### src/rtl/timer_counter.sv
// Prescaled 8-bit up/down timer core with level load and one-cycle
// overflow/underflow trigger pulses for the timer register block.
module timer_counter #(
  parameter int WIDTH = 8
) (
  input  logic             pclk,
  input  logic             preset,
  input  logic             en,
  input  logic             load,
  input  logic             updown,
  input  logic [1:0]       cks,
  input  logic [WIDTH-1:0] tdr,
  output logic [WIDTH-1:0] tcnt,
  output logic             ovf_trig,
  output logic             udf_trig
);

  localparam logic [WIDTH-1:0] CNT_ONE = {{(WIDTH-1){1'b0}}, 1'b1};

  logic [3:0] div_cnt;
  logic [3:0] div_mask;
  logic       tick;

  // Low cks+1 bits of the prescaler all ones marks the last cycle of a period.
  always_comb begin
    div_mask = 4'b0001;
    case (cks)
      2'b00:   div_mask = 4'b0001;
      2'b01:   div_mask = 4'b0011;
      2'b10:   div_mask = 4'b0111;
      default: div_mask = 4'b1111;
    endcase
  end

  assign tick = en & ~load & ((div_cnt & div_mask) == div_mask);

  always_ff @(posedge pclk) begin
    if (preset) begin
      tcnt     <= '0;
      div_cnt  <= 4'd0;
      ovf_trig <= 1'b0;
      udf_trig <= 1'b0;
    end else if (load) begin
      tcnt     <= tdr;
      div_cnt  <= 4'd0;
      ovf_trig <= 1'b0;
      udf_trig <= 1'b0;
    end else begin
      ovf_trig <= 1'b0;
      udf_trig <= 1'b0;
      if (en) begin
        div_cnt <= div_cnt + 4'd1;
      end
      if (tick) begin
        if (!updown) begin
          tcnt     <= tcnt + CNT_ONE;
          ovf_trig <= &tcnt;
        end else begin
          tcnt     <= tcnt - CNT_ONE;
          udf_trig <= ~|tcnt;
        end
      end
    end
  end

endmodule
### config.mk
export PLATFORM = sky130hd
export DESIGN_NAME = timer_counter
export DESIGN_NICKNAME = d
export VERILOG_FILES = /design/src/rtl/timer_counter.sv
export SDC_FILE = /design/constraint.sdc
export NUM_CORES = 1
export LEC_CHECK = 0
export CAP_MARGIN = 10
export CORE_MARGIN = 1.5
export CORE_UTILIZATION = 35
export CTS_CLUSTER_SIZE = 16
export DETAILED_ROUTE_END_ITERATION = 7
export PLACE_DENSITY = 0.58
export SYNTH_ARGS = -nofsm -noshare
export SYNTH_HDL_FRONTEND = slang
export SYNTH_SLANG_ARGS = --single-unit
export TNS_END_PERCENT = 5
### constraint.sdc
create_clock -name pclk -period 4.7 [get_ports pclk]
set_input_delay 1.175 -clock pclk [delete_from_list [all_inputs] [get_ports pclk]]
set_output_delay 1.175 -clock pclk [all_outputs]
set_load 0.05 [all_outputs]
==> results.ini <==
[cts]
cts_tree = yes
cts_resized = 0
postCtsHoldBufs = 0
clk_path_buf_depth = 2
postCtsSetupRepairBufs = 0
clock_latency_ns = 0.28
numCtsBuffers = 3
cts.clk_slew.worst_paths_ns = 0.09
clockRootBuffer = clkbuf_4
h-tree-depth = 1
clock_sinks = 14

[global_routing]
grt_pass1_wl_mm = 3.66
grt-ovfl-total = 0
first_global_vias = 797
antenna_found_initial = 0
grt_usage = 0.174
grt_start_max_net_pins = 18

[logic_synthesis]
synth_cell_types = 41
mappedNetlistNets = 132
ys_ff_latch = 14
synth_warnings = 0
avgSynthCellArea_um2 = 8.48
synth_area_um2 = 925
ys_seq_area_frac = 0.303
synthArstFlopShare = 0
synth_edf_count = 0
postSynthCellCount = 109
synth_top_flop_cell = dfxtp_1

[setup_path]
critPathMaxFanout = 10
slowest_delay_ns = 0.71
critPathCaptureType = flop
cp_cell_sequence = clkdlybuf4s50_1 > inv_1 > fa_1 > nand2b_1 > a21oi_1 > o22ai_1 > or3_1 > and3_1
r2r.worst_path.cells = 7
crit_arrival_ns = 3.39
worstSetupPathType = primary input to flop
crit_slowest_cell = clkdlybuf4s50_1
critPathLaunchType = primary input
required_ns = 4.88
r2r_slack_ns = 2.72

[final_layout]
drive_gt1_frac = 0.0827
layout_common_cells = clkdlybuf4s50_1, dfxtp_1, nand2_1
antenna_cells = 0
fin_nets = 157
layout_commonest_cell = clkdlybuf4s50_1
fillers = 256
area_growth_pct = 31.4

[detailed_routing]
first_pass_iters = 4
drt_iter0_markers = 13
drt-vias-per-instance = 5.33
wl_per_cell_um = 13.0
drt-total-wl_mm = 2.11
drc = 0
vias = 868
ant_nets = 0

[sta]
finalHoldViolations = 0
fmax_mhz = 312
rsz0062_at_grt = no
setup_viol = 0
worst_pin_slew_ns = 0.693
setup_tns_ns = 0
fin_worst_skew_ns = 0.00401
slew_viol_final = 0
fin_crit_sh = 0.681
period_needed_ns = 3.20
slew_headroom = 0.536

[floorplan]
rows = 18
die-area_um2 = 2960
die_w_um = 54.4
die_h_um = 54.4
boundaryPins = 25
core_area_um2 = 2500
start_util = 0.370

[place]
numPortBuffers = 24
place_hpwl_mm = 1.62
gp_congestion = 0.812

[power]
power-per-cell-area_nw_per_um2 = 247
vdd_ir_drop_max_mv = 0.142
static-leakage-power_nw = 0.459
total_power_mw = 0.300

[status]
outcome = finished clean

[run]
max-cap-violations = 0

[worst_hold_path]
holdPathStages = 2
hp-class = flop to flop

[synth_stat cells, types with 2 or more instances]
master | count | area [um2]
nand2_2 | 2 | 12.5
dfxtp_1 | 14 | 280
xor2_1 | 4 | 35.0
xnor2_1 | 3 | 26.3
nand4_1 | 2 | 12.5
o21ai_0 | 2 | 10.0
nand2b_1 | 3 | 18.8
nor2b_1 | 2 | 12.5
nor3_1 | 7 | 35.0
a31oi_1 | 2 | 12.5
nand2_1 | 11 | 41.3
mux2i_1 | 3 | 30.0
ha_1 | 7 | 87.6
inv_1 | 6 | 22.5
a211oi_1 | 3 | 22.5
a21oi_1 | 8 | 40.0
nor2_1 | 5 | 18.8
nor4_1 | 2 | 12.5
[cells by family after synthesis]
kind of cell	count (synthesis)	synth area share
AND/OR/NAND/NOR	41	0.229
AO/OA/AOI/OAI	26	0.203
flip-flops	14	0.303
buffers and inverters	10	0.0501
adder cells (fa/ha/maj)	8	0.116
XOR/XNOR	7	0.0663
multiplexers	3	0.0325
[registers in the layout (all words and copies together) (netlist names)]
signal,cells
tcnt,8
div_cnt,4
ovf_trig,1
udf_trig,1
[power breakdown]
group          switching [mW]  leakage [nW]  internal, mW
clock                  0.0409        0.0210        0.0472
sequential            0.00641         0.115         0.123
combinational          0.0449         0.324        0.0372
total                  0.0922         0.459         0.208
[worst max-delay path, delay by kind of cell]
kind                     cells  cell delay (ns)
AND/OR/NAND/NOR              3             0.63
buffers and inverters        2             0.83
AO/OA/AOI/OAI                2             0.31
adder cells (fa/ha/maj)      1             0.45
[routing by layer]
layer / wire (um) / vias up / share of wire / track usage
met1: 992 / 396 / 0.47 / 0.230
met5: 0 / - / 0 / 0
met3: 131 / 4 / 0.062 / 0.0546
met2: 964 / 24 / 0.46 / 0.269
li1: - / 444 / - / -
met4: 23 / 0 / 0.011 / 0.0500
[final cells by class]
type / count / area, um2 / share of cell area
clock buffer: 4 / 36.3 / 0.0299
tap: 30 / 37.5 / 0.0309
inverter: 6 / 22.5 / 0.0185
sequential: 14 / 280 / 0.231
multi-input combinational: 85 / 598 / 0.492
timing repair buffer: 24 / 240 / 0.198
[final timing paths]
path                 from      end
setup / recovery   updown  tcnt[6]
hold / removal    tcnt[2]  tcnt[2]
setup reg to reg  tcnt[0]  tcnt[6]
hold reg to reg   tcnt[2]  tcnt[2]
[metrics by stage]
stage	area (um2)	cells	setup slack, ns	util	hold WS (ns)
final	1210	163	1.50	0.486	0.514
after global routing	1210	163	1.29	0.486	0.564
after CTS	1210	163	1.49	0.486	0.516
after detailed placement	1180	159	1.18	0.471	0.500
after global placement	1180	159	1.24	0.471	0.499
after floorplan	925	109	2.10	-	0.528
(Power assumes the default switching activity.)
